[src/rtl/hssim_frame_reduce_if.sv]
// Stream bundle between HSSIM, the frame reducer and the fusion-weight divider:
// per-pixel numr/denr beats in, one pair of signed frame sums out.
interface hssim_frame_reduce_if #(
    parameter int NUMR_WIDTH = 576,
    parameter int DENR_WIDTH = 576,
    parameter int ACC_WIDTH  = 56,
    parameter int CNT_WIDTH  = 14
);
    logic                  in_valid;
    logic                  in_ready;
    logic [NUMR_WIDTH-1:0] numr_in;
    logic [DENR_WIDTH-1:0] denr_in;
    logic                  out_valid;
    logic                  out_ready;
    logic [ACC_WIDTH-1:0]  numr_sum;
    logic [ACC_WIDTH-1:0]  denr_sum;
    logic [CNT_WIDTH-1:0]  beat_cnt;

    modport master (
        output in_valid, numr_in, denr_in, out_ready,
        input  in_ready, out_valid, numr_sum, denr_sum, beat_cnt
    );

    modport slave (
        input  in_valid, numr_in, denr_in, out_ready,
        output in_ready, out_valid, numr_sum, denr_sum, beat_cnt
    );
endinterface

[src/rtl/hssim_frame_reduce.sv]
// Reduces HSSIM numerator/denominator lane beats to one signed sum pair per
// IMAGE_DIM x IMAGE_DIM frame: lane adder tree (S1), frame accumulator (S2).
module hssim_frame_reduce #(
    parameter int PIXELS_PER_BEAT = 16,
    parameter int IMAGE_DIM       = 512,
    parameter int NUMR_BIT_WIDTH  = 36,
    parameter int DENR_BIT_WIDTH  = 36,
    parameter int NUMR_WIDTH      = NUMR_BIT_WIDTH * PIXELS_PER_BEAT,
    parameter int DENR_WIDTH      = DENR_BIT_WIDTH * PIXELS_PER_BEAT,
    parameter int ACC_WIDTH       = 56
) (
    input logic                clk,
    input logic                aresetn,
    input logic                stall,
    hssim_frame_reduce_if.slave bus
);
    localparam int BEATS     = IMAGE_DIM * IMAGE_DIM / PIXELS_PER_BEAT;
    localparam int CNT_WIDTH = $clog2(BEATS);
    localparam logic [CNT_WIDTH-1:0] LAST_BEAT = CNT_WIDTH'(BEATS - 1);
    localparam logic [CNT_WIDTH-1:0] CNT_ONE   = CNT_WIDTH'(1);

    typedef enum logic [1:0] {
        ACCUM = 2'd0,
        DRAIN = 2'd1,
        HOLD  = 2'd2
    } state_t;

    state_t                       state_r;
    state_t                       state_s;
    logic                         accept_s;
    logic                         in_ready_r;
    logic                         out_valid_r;
    logic [CNT_WIDTH-1:0]         beat_cnt_r;
    logic                         s1_valid_r;
    logic signed [ACC_WIDTH-1:0]  s1_numr_r;
    logic signed [ACC_WIDTH-1:0]  s1_denr_r;
    logic signed [ACC_WIDTH-1:0]  acc_numr_r;
    logic signed [ACC_WIDTH-1:0]  acc_denr_r;
    logic signed [ACC_WIDTH-1:0]  numr_sum_r;
    logic signed [ACC_WIDTH-1:0]  denr_sum_r;

    function automatic logic signed [ACC_WIDTH-1:0] sum_numr(input logic [NUMR_WIDTH-1:0] beat);
        logic signed [ACC_WIDTH-1:0] total;
        logic [NUMR_BIT_WIDTH-1:0]   lane;
        total = '0;
        for (int i = 0; i < PIXELS_PER_BEAT; i++) begin
            lane  = beat[i*NUMR_BIT_WIDTH +: NUMR_BIT_WIDTH];
            total = total + {{(ACC_WIDTH-NUMR_BIT_WIDTH){lane[NUMR_BIT_WIDTH-1]}}, lane};
        end
        return total;
    endfunction

    function automatic logic signed [ACC_WIDTH-1:0] sum_denr(input logic [DENR_WIDTH-1:0] beat);
        logic signed [ACC_WIDTH-1:0] total;
        logic [DENR_BIT_WIDTH-1:0]   lane;
        total = '0;
        for (int i = 0; i < PIXELS_PER_BEAT; i++) begin
            lane  = beat[i*DENR_BIT_WIDTH +: DENR_BIT_WIDTH];
            total = total + {{(ACC_WIDTH-DENR_BIT_WIDTH){lane[DENR_BIT_WIDTH-1]}}, lane};
        end
        return total;
    endfunction

    assign accept_s = bus.in_valid & in_ready_r & ~stall;

    // State register.
    always_ff @(posedge clk) begin
        if (!aresetn) begin
            state_r <= ACCUM;
        end else begin
            state_r <= state_s;
        end
    end

    // Next state; DRAIN finishes on the first unstalled cycle with S1 empty.
    always_comb begin
        state_s = state_r;
        case (state_r)
            ACCUM: begin
                if (accept_s && (beat_cnt_r == LAST_BEAT)) begin
                    state_s = DRAIN;
                end else begin
                    state_s = ACCUM;
                end
            end
            DRAIN: begin
                if (!stall && !s1_valid_r) begin
                    state_s = HOLD;
                end else begin
                    state_s = DRAIN;
                end
            end
            HOLD: begin
                if (out_valid_r && bus.out_ready) begin
                    state_s = ACCUM;
                end else begin
                    state_s = HOLD;
                end
            end
            default: state_s = ACCUM;
        endcase
    end

    // Handshake outputs and beat counter.
    always_ff @(posedge clk) begin
        if (!aresetn) begin
            in_ready_r  <= 1'b1;
            out_valid_r <= 1'b0;
            beat_cnt_r  <= '0;
        end else begin
            in_ready_r  <= (state_s == ACCUM);
            out_valid_r <= (state_s == HOLD);
            if (accept_s) begin
                beat_cnt_r <= (beat_cnt_r == LAST_BEAT) ? '0 : beat_cnt_r + CNT_ONE;
            end
        end
    end

    // S1 lane adder tree and S2 accumulators; frame sums latched on DRAIN exit.
    always_ff @(posedge clk) begin
        if (!aresetn) begin
            s1_valid_r <= 1'b0;
            s1_numr_r  <= '0;
            s1_denr_r  <= '0;
            acc_numr_r <= '0;
            acc_denr_r <= '0;
            numr_sum_r <= '0;
            denr_sum_r <= '0;
        end else begin
            if (!stall) begin
                s1_valid_r <= accept_s;
                if (accept_s) begin
                    s1_numr_r <= sum_numr(bus.numr_in);
                    s1_denr_r <= sum_denr(bus.denr_in);
                end
            end
            if ((state_r == DRAIN) && (state_s == HOLD)) begin
                numr_sum_r <= acc_numr_r;
                denr_sum_r <= acc_denr_r;
                acc_numr_r <= '0;
                acc_denr_r <= '0;
            end else if (!stall && s1_valid_r) begin
                acc_numr_r <= acc_numr_r + s1_numr_r;
                acc_denr_r <= acc_denr_r + s1_denr_r;
            end
        end
    end

    assign bus.in_ready  = in_ready_r;
    assign bus.out_valid = out_valid_r;
    assign bus.numr_sum  = numr_sum_r;
    assign bus.denr_sum  = denr_sum_r;
    assign bus.beat_cnt  = beat_cnt_r;
endmodule

[src/flat_wrapper.sv]
// flat-port wrapper written by rule: the top's interface ports become plain ports
module hssim_frame_reduce_flat 
#(
    parameter int PIXELS_PER_BEAT = 16,
    parameter int IMAGE_DIM       = 512,
    parameter int NUMR_BIT_WIDTH  = 36,
    parameter int DENR_BIT_WIDTH  = 36,
    parameter int NUMR_WIDTH      = NUMR_BIT_WIDTH * PIXELS_PER_BEAT,
    parameter int DENR_WIDTH      = DENR_BIT_WIDTH * PIXELS_PER_BEAT,
    parameter int ACC_WIDTH       = 56
)
  (clk, aresetn, stall, bus_in_valid, bus_numr_in, bus_denr_in, bus_out_ready, bus_in_ready, bus_out_valid, bus_numr_sum, bus_denr_sum, bus_beat_cnt);
  hssim_frame_reduce_if #(.NUMR_WIDTH(NUMR_WIDTH), .DENR_WIDTH(DENR_WIDTH), .ACC_WIDTH(ACC_WIDTH), .CNT_WIDTH(14)) bus_i ();
  input logic clk;
  input logic aresetn;
  input logic stall;
  input wire logic [$bits(bus_i.in_valid)-1:0] bus_in_valid;
  input wire logic [$bits(bus_i.numr_in)-1:0] bus_numr_in;
  input wire logic [$bits(bus_i.denr_in)-1:0] bus_denr_in;
  input wire logic [$bits(bus_i.out_ready)-1:0] bus_out_ready;
  output wire logic [$bits(bus_i.in_ready)-1:0] bus_in_ready;
  output wire logic [$bits(bus_i.out_valid)-1:0] bus_out_valid;
  output wire logic [$bits(bus_i.numr_sum)-1:0] bus_numr_sum;
  output wire logic [$bits(bus_i.denr_sum)-1:0] bus_denr_sum;
  output wire logic [$bits(bus_i.beat_cnt)-1:0] bus_beat_cnt;
  assign bus_i.in_valid = bus_in_valid;
  assign bus_i.numr_in = bus_numr_in;
  assign bus_i.denr_in = bus_denr_in;
  assign bus_i.out_ready = bus_out_ready;
  assign bus_in_ready = bus_i.in_ready;
  assign bus_out_valid = bus_i.out_valid;
  assign bus_numr_sum = bus_i.numr_sum;
  assign bus_denr_sum = bus_i.denr_sum;
  assign bus_beat_cnt = bus_i.beat_cnt;
  hssim_frame_reduce #(.PIXELS_PER_BEAT(PIXELS_PER_BEAT), .IMAGE_DIM(IMAGE_DIM), .NUMR_BIT_WIDTH(NUMR_BIT_WIDTH), .DENR_BIT_WIDTH(DENR_BIT_WIDTH), .NUMR_WIDTH(NUMR_WIDTH), .DENR_WIDTH(DENR_WIDTH), .ACC_WIDTH(ACC_WIDTH)) u_core (.clk(clk), .aresetn(aresetn), .stall(stall), .bus(bus_i));
endmodule
[config.mk]
export PLATFORM = sky130hd
export DESIGN_NAME = hssim_frame_reduce_flat
export DESIGN_NICKNAME = d
export VERILOG_FILES = /design/src/rtl/hssim_frame_reduce_if.sv /design/src/rtl/hssim_frame_reduce.sv /design/src/flat_wrapper.sv
export SDC_FILE = /design/constraint.sdc
export NUM_CORES = 2
export LEC_CHECK = 0
export CAP_MARGIN = 0
export CORE_AREA = 2 2 495 497
export CTS_BUF_LIST = sky130_fd_sc_hd__clkbuf_8
export DETAILED_ROUTE_END_ITERATION = 16
export DIE_AREA = 0 0 497 499
export PLACE_DENSITY = 0.51
export SYNTH_ARGS = -nofsm -noshare
export SYNTH_HDL_FRONTEND = slang
export SYNTH_SLANG_ARGS = --single-unit
[constraint.sdc]
create_clock -name clk -period 21.4 [get_ports clk]
set_input_delay 2.14 -clock clk [delete_from_list [all_inputs] [get_ports clk]]
set_output_delay 2.14 -clock clk [all_outputs]
set_load 0.03 [all_outputs]
==> results.rst <==
.. list-table::
   :header-rows: 1

   * - Metric
     - Value
   * - Ys flop type
     - sky130_fd_sc_hd__dfxtp_1
   * - Clk_lat worst skew
     - 0.75 ns
   * - Final hold viol count
     - 0
   * - Synthesized netlist cell count
     - 5561
   * - Class of the most critical setup path
     - in2reg
   * - CP Max Fanout
     - 5
   * - Async set or reset register ratio after synthesis
     - 0%
   * - Post-route antenna net violation count
     - 0
   * - Number of flip-flops and latches in the synthesized netlist
     - 355
   * - Clock Tree Root
     - sky130_fd_sc_hd__clkbuf_8
   * - Worst clock skew
     - 0.03708 ns
   * - Post-synthesis cell type count
     - 71
   * - Most frequent cell after synthesis
     - sky130_fd_sc_hd__inv_1
   * - Maximum clock insertion buffer count
     - 3
   * - Slack of the worst reg-to-reg path
     - 17.05 ns
   * - Area share of the largest cell type after synthesis
     - 38.88%
   * - Top cell type by total area after synthesis
     - sky130_fd_sc_hd__fa_1
   * - Peak per-stage delay on the critical path
     - 0.99 ns
   * - Drc violations
     - 0
   * - Endpoint class of the critical path
     - flip-flop
   * - Final worst path period need
     - 12.29 ns
   * - Mean Syn Cell Area
     - 8.889 um^2
   * - Detailed Route WL
     - 230100 um
   * - Floorplan Core Area
     - 0.2425 mm^2
   * - Via count of the first global-routing pass
     - 46.20k
   * - Most used standard cells in the synthesized netlist
     - sky130_fd_sc_hd__inv_1, sky130_fd_sc_hd__fa_1, sky130_fd_sc_hd__nand2_1
   * - Count of max-cap constraint violations
     - 0
   * - Result of the run
     - finished, final reports clean
   * - Wire length of the first global-routing pass
     - 331300 um
   * - Largest net degree at the start of global routing
     - 101
   * - Clock edge transition at the registers on the reported setup and hold paths
     - 0.06 ns
   * - All-layer global routing usage
     - 18.48%
   * - Number of input and output port buffers inserted
     - 1284
   * - Die ar.
     - 0.2480 mm^2
   * - Via-to-Cell Ratio
     - 4.213
   * - Wire length on met1
     - 94780 um
   * - Slew of the pin with the lowest slew margin
     - 1.298 ns
   * - Cells resized by post-CTS repair
     - 0
   * - Cell with the largest stage delay on the worst path
     - sky130_fd_sc_hd__o31ai_2
   * - Max-slew violation total from the final report
     - 0
   * - Routed length on met3
     - 13870 um
   * - Number of flops mapped to enable cells by yosys
     - 0
   * - Post-detailed-route wirelength per cell
     - 22.89 um
   * - Req. time, crit path
     - 21.99 ns
   * - Post-route fraction of the period consumed by the critical path
     - 57.42%
   * - Number of search-and-repair iterations in the first detailed-routing pass
     - 5
   * - Cts bufs inserted
     - 70
   * - Number of warnings issued by yosys
     - 0
   * - Fillers
     - 25.94k
   * - Hold depth
     - 2
   * - DIE HEIGHT
     - 499 um
   * - Top Ports
     - 1285
   * - Site row count
     - 181
   * - Fmax
     - 81.38 MHz
   * - Unrepaired setup endpoints after global routing
     - no
   * - Synthesis-to-layout area growth
     - 36.46%
   * - Number of sinks on the clock net
     - 355
   * - Die span in x
     - 497 um
   * - Arr. time, crit path
     - 12.88 ns
   * - Setup TNS
     - 0 ns
   * - Share of final-layout standard cells stronger than drive strength 1
     - 2.356%
   * - Net count of the mapped netlist
     - 7955
   * - Via count
     - 42.35k
   * - Hold buffer count at cts
     - 0
   * - Class of the tightest hold or removal check
     - reg2reg
   * - Final estimated routing congestion in global placement
     - 0.9061
   * - First DRT Iteration DRCs
     - 2249
   * - Largest cells by area after synthesis
     - sky130_fd_sc_hd__fa_1, sky130_fd_sc_hd__dfxtp_1, sky130_fd_sc_hd__inv_1
   * - Detail Route met2 WL
     - 116200 um
   * - Remaining Overflow, GRT
     - 0
   * - HPWL Detailed
     - 206400 um
   * - Remaining max-slew budget at the tightest pin
     - 13.26%
   * - Setup Viol. Count Final
     - 0
   * - TritonCTS clock tree
     - built
   * - Antenna violations before repair
     - 62
   * - Number of cell instances on the worst register-to-register path
     - 12
   * - Sequential fraction of the synthesis area
     - 14.38%
   * - Number of buffers added for setup after CTS
     - 0
   * - H-Tree Depth
     - 3
   * - Most Frequent Cell on Critical Path
     - sky130_fd_sc_hd__fa_1
   * - Number of nets at the end of the flow
     - 9174
   * - Launching element type of the critical path
     - input pin
   * - Cell area after technology mapping
     - 0.04943 mm^2
   * - Max Used Layer
     - met5
   * - Initial Util
     - 20.38%
==> per-layer routing <==
metal / GRT usage [%] / up-vias
met1: 22.38 / 20900
met5: 0 / -
met3: 4.150 / 215
met2: 33.24 / 1351
met4: 3.911 / 46
li1: - / 19830
==> path summary, 6_finish.rpt <==
path / end / start
min reg2reg: u_core.bus.denr_sum[25] / u_core.bus.denr_sum[25]
max: u_core.s1_numr_r[36] / bus_numr_in[36]
max reg2reg: u_core.acc_denr_r[49] / u_core.acc_denr_r[3]
min: u_core.bus.denr_sum[25] / u_core.bus.denr_sum[25]
==> layout by cell type, fill, tap and decap left out, drive strengths merged, types with 44 or more instances in the layout <==
cell type / synthesis / routed
o21a: 44 / 44
a21o: 167 / 167
ha: 277 / 277
xnor2: 140 / 140
nand2: 597 / 597
nand4: 44 / 44
clkdlybuf4s50: 0 / 1284
nand3: 56 / 56
o21ai: 190 / 190
a21oi: 473 / 473
nor2: 196 / 196
clkbuf: 147 / 85
fa: 960 / 960
dfxtp: 355 / 355
inv: 1317 / 1339
xor2: 107 / 107
==> layout make-up <==
cell class	count	area (um^2)	share of cell area, %
antenna	16	40.04	0.05936
multi-input combinational	3735	36870	54.66
clock inverter	41	316.6	0.4693
timing repair buffer	1301	12990	19.26
clock buffer	85	1170	1.734
tap	3202	4006	5.940
sequential	355	7107	10.54
inverter	1317	4949	7.336
==> cells by family (layout without fill, tap and decap cells) <==
logic type               count (synthesis)  in the layout  synth area share, %
buffers and inverters                 1471           2744                11.17
adder cells (fa/ha/maj)               1237           1237                45.89
AO/OA/AOI/OAI                         1124           1124                14.00
AND/OR/NAND/NOR                       1124           1124                10.12
flip-flops                             355            355                14.38
XOR/XNOR                               247            247                4.376
multiplexers                             3              3              0.06075
other                                    0             16                    0
==> state kept, by name, summed over array words and instances, names as in the netlist, 2 cells and up <==
register	cells
u_core.acc_denr_r	56
u_core.acc_numr_r	56
u_core.bus.denr_sum	56
u_core.bus.numr_sum	56
u_core.s1_denr_r	56
u_core.s1_numr_r	56
u_core.bus.beat_cnt	14
u_core.state_r	2
==> critical path, delay by kind of cell <==
family	cells	cell delay [ns]
and+or+nand+nor	3	0.52
AOI/OAI and AO/OA	15	4.87
buffers and inverters	7	0.81
xor gates and xnor gates	2	0.42
adders and majority gates	9	4.08
==> through the flow <==
stage | worst slack, ns | util (%) | hold WS (ns) | cells | instance area [um^2]
2_1_floorplan | 11.66 | - | 0.4291 | 5561 | 49430
3_3_place_gp | 8.738 | 27.18 | 0.4450 | 9910 | 65930
3_5_place_dp | 8.659 | 27.18 | 0.4475 | 9910 | 65930
4_1_cts | 9.470 | 27.79 | 0.4561 | 10040 | 67410
5_1_grt | 8.748 | 27.80 | 0.4720 | 10040 | 67430
6_report | 9.112 | 27.81 | 0.4548 | 10050 | 67450
Power is left out: the tool's default activity adds up to more than one toggle a clock period on the data nets, which glitch-free logic cannot reach.
==> variant, RTL diff (config.mk and constraints unchanged) <==
Re-encode `state_t` (3 states) as one-hot, 3 bits wide.
--- a/src/rtl/hssim_frame_reduce.sv
+++ b/src/rtl/hssim_frame_reduce.sv
@@ -19,10 +19,10 @@
     localparam logic [CNT_WIDTH-1:0] LAST_BEAT = CNT_WIDTH'(BEATS - 1);
     localparam logic [CNT_WIDTH-1:0] CNT_ONE   = CNT_WIDTH'(1);
 
-    typedef enum logic [1:0] {
-        ACCUM = 2'd0,
-        DRAIN = 2'd1,
-        HOLD  = 2'd2
+    typedef enum logic [2:0] {
+        ACCUM = 3'b001,
+        DRAIN = 3'b010,
+        HOLD  = 3'b100
     } state_t;
 
     state_t                       state_r;
Check against the original RTL: same outputs for any inputs over 4 cycles, from zero or initial values and one cycle with aresetn low; so few cycles prove little.
==> variant against the original RTL <==
  * Critical path type unchanged
  * Final cell count grew 1.8%
  * Worst setup slack got worse by 110 ps
  * Clock skew rose by 41 ps
  * Design area is 1.8% higher
  * Synthesized area is 2.1% higher
  * Sequential cell count increased by 1
  * First-iteration DRC count is 10% higher
  * Global-route usage down 0.77 points
  * Routed wire length decreased by 3.4%
Power is left out: the tool's default activity adds up to more than one toggle a clock period on the data nets, which glitch-free logic cannot reach.
==> variant: results <==
[worst_setup_path]
max_stage_delay_ps = 770
worstPathMaxFanout = 8
critPathArrivalTime_ps = 13130
cp_slowest_cell = "o21ai_1"

[synth]
synth_flop_cell = "dfxtp_1"
syn_nets = 8115
netlist_top_cells_count = "inv_1, fa_1, nand2_1"
synth_warnings = 0
synth-compound-area-share = 0.144
ys_seq_area_frac = 0.141
async_reset_ff_frac = 0
synth_area_leaders = "fa_1, dfxtp_1, inv_1, ha_1, nand2_1"
synthAdderAreaFrac = 0.450
yosysUniqueCellTypes = 85
synth_xor_area_frac = 0.0423
muxShareOfSynthArea = 0.000198

[route]
via_count = 43100
drt_iter0_markers = 2474
wl_mm = 222
firstDrtPassIters = 5

[placed_design]
place.port_buffers = 1284
routabilityCongestion = 0.915
hpwlAfterDp_mm = 200

[global_routing]
grtUsageTotal = 0.177
grt_max_degree = 77
antenna_found_initial = 64
grt_pass1_vias = 46200
grt_pass1_wl_mm = 322

[sta]
worst_pin_slew_ps = 1020
final.setup_skew_ps = 77.9

[finish]
fin_nets = 9328
nFillCells = 25800
drive_above_1_share = 0.0266

[cts]
clockBufferDepth = 3
clk_pin_slew_ps = 60
cts_resized = 0
clock_latency_ps = 800
root_buffer = "clkbuf_8"
cts_max_level = 3
postCtsSetupBuffers = 0
cts_buffers = 74

[outcome]
status = "complete, no violations"

[min_path]
holdCritPathClass = "reg2reg"
==> variant: changes by cell type in the layout (fill, tap and decap cells not counted), sizes merged, moves of 12 or more <==
cell    change
a21oi     -127
a22o       -39
nand2      +41
o21bai     +15
nand3      +13
inv        +21
and2       +43
diode      +24
nand4      +12
a21boi    +138
a211oi     -16
a21o       -27
nor2       +12
o21ai      +59
==> variant: critical path: cells and delay by family <==
family | cells | cell delay [ps]
and+or+nand+nor | 6 | 1330
xor gates and xnor gates | 1 | 140
buffers and inverters | 7 | 740
adders and majority gates | 9 | 3820
AOI/OAI and AO/OA | 14 | 4930
==> variant: per-stage QoR <==
stage / cell area [µm²] / hold slack [ps] / utilization / setup WS, ps / cells
final: 68700 / 466 / 0.283 / 9000 / 10200
after global routing: 68600 / 472 / 0.283 / 8730 / 10200
after CTS: 68600 / 469 / 0.283 / 9280 / 10200
after detailed placement: 66900 / 459 / 0.276 / 8370 / 10100
after global placement: 66900 / 452 / 0.276 / 8430 / 10100
after floorplan: 50500 / 443 / - / 11600 / 5721
==> variant: cell type report <==
cell class / count / share of cell area
Antenna cell: 40 / 0.00146
Timing Repair Buffer: 1308 / 0.190
Tap cell: 3202 / 0.0583
Sequential cell: 356 / 0.104
Clock inverter: 39 / 0.00543
Inverter: 1339 / 0.0732
Multi-Input combinational cell: 3855 / 0.549
Clock buffer: 93 / 0.0186
==> variant: kinds of logic after synthesis <==
group | Yosys count
adders and majority gates | 1237
and+or+nand+nor | 1235
AOI/OAI and AO/OA | 1138
xor gates and xnor gates | 244
DFF | 356
buffers and inverters | 1510
muxes | 1
==> variant: worst paths after layout <==
kind	slack, ps	from	end	cells after the start
max	9000	bus_denr_in[0]	u_core.s1_denr_r[51]$_SDFFE_PN0P_	37
min	470	u_core.bus.numr_sum[9]$_SDFFE_PN0P_	u_core.bus.numr_sum[9]$_SDFFE_PN0P_	2
max reg2reg	17550	u_core.acc_numr_r[3]$_SDFFE_PP0P_	u_core.acc_numr_r[49]$_SDFFE_PP0P_	12
min reg2reg	470	u_core.bus.numr_sum[9]$_SDFFE_PN0P_	u_core.bus.numr_sum[9]$_SDFFE_PN0P_	2
==> variant: routing by layer <==
| layer | track usage | share of wire | wire length (µm) |
|---|---|---|---|
| met1 | 0.245 | 0.47 | 104000 |
| met2 | 0.278 | 0.45 | 100000 |
| met3 | 0.0389 | 0.060 | 13300 |
| met4 | 0.0442 | 0.022 | 4810 |
| met5 | 0 | 0.00060 | 133 |
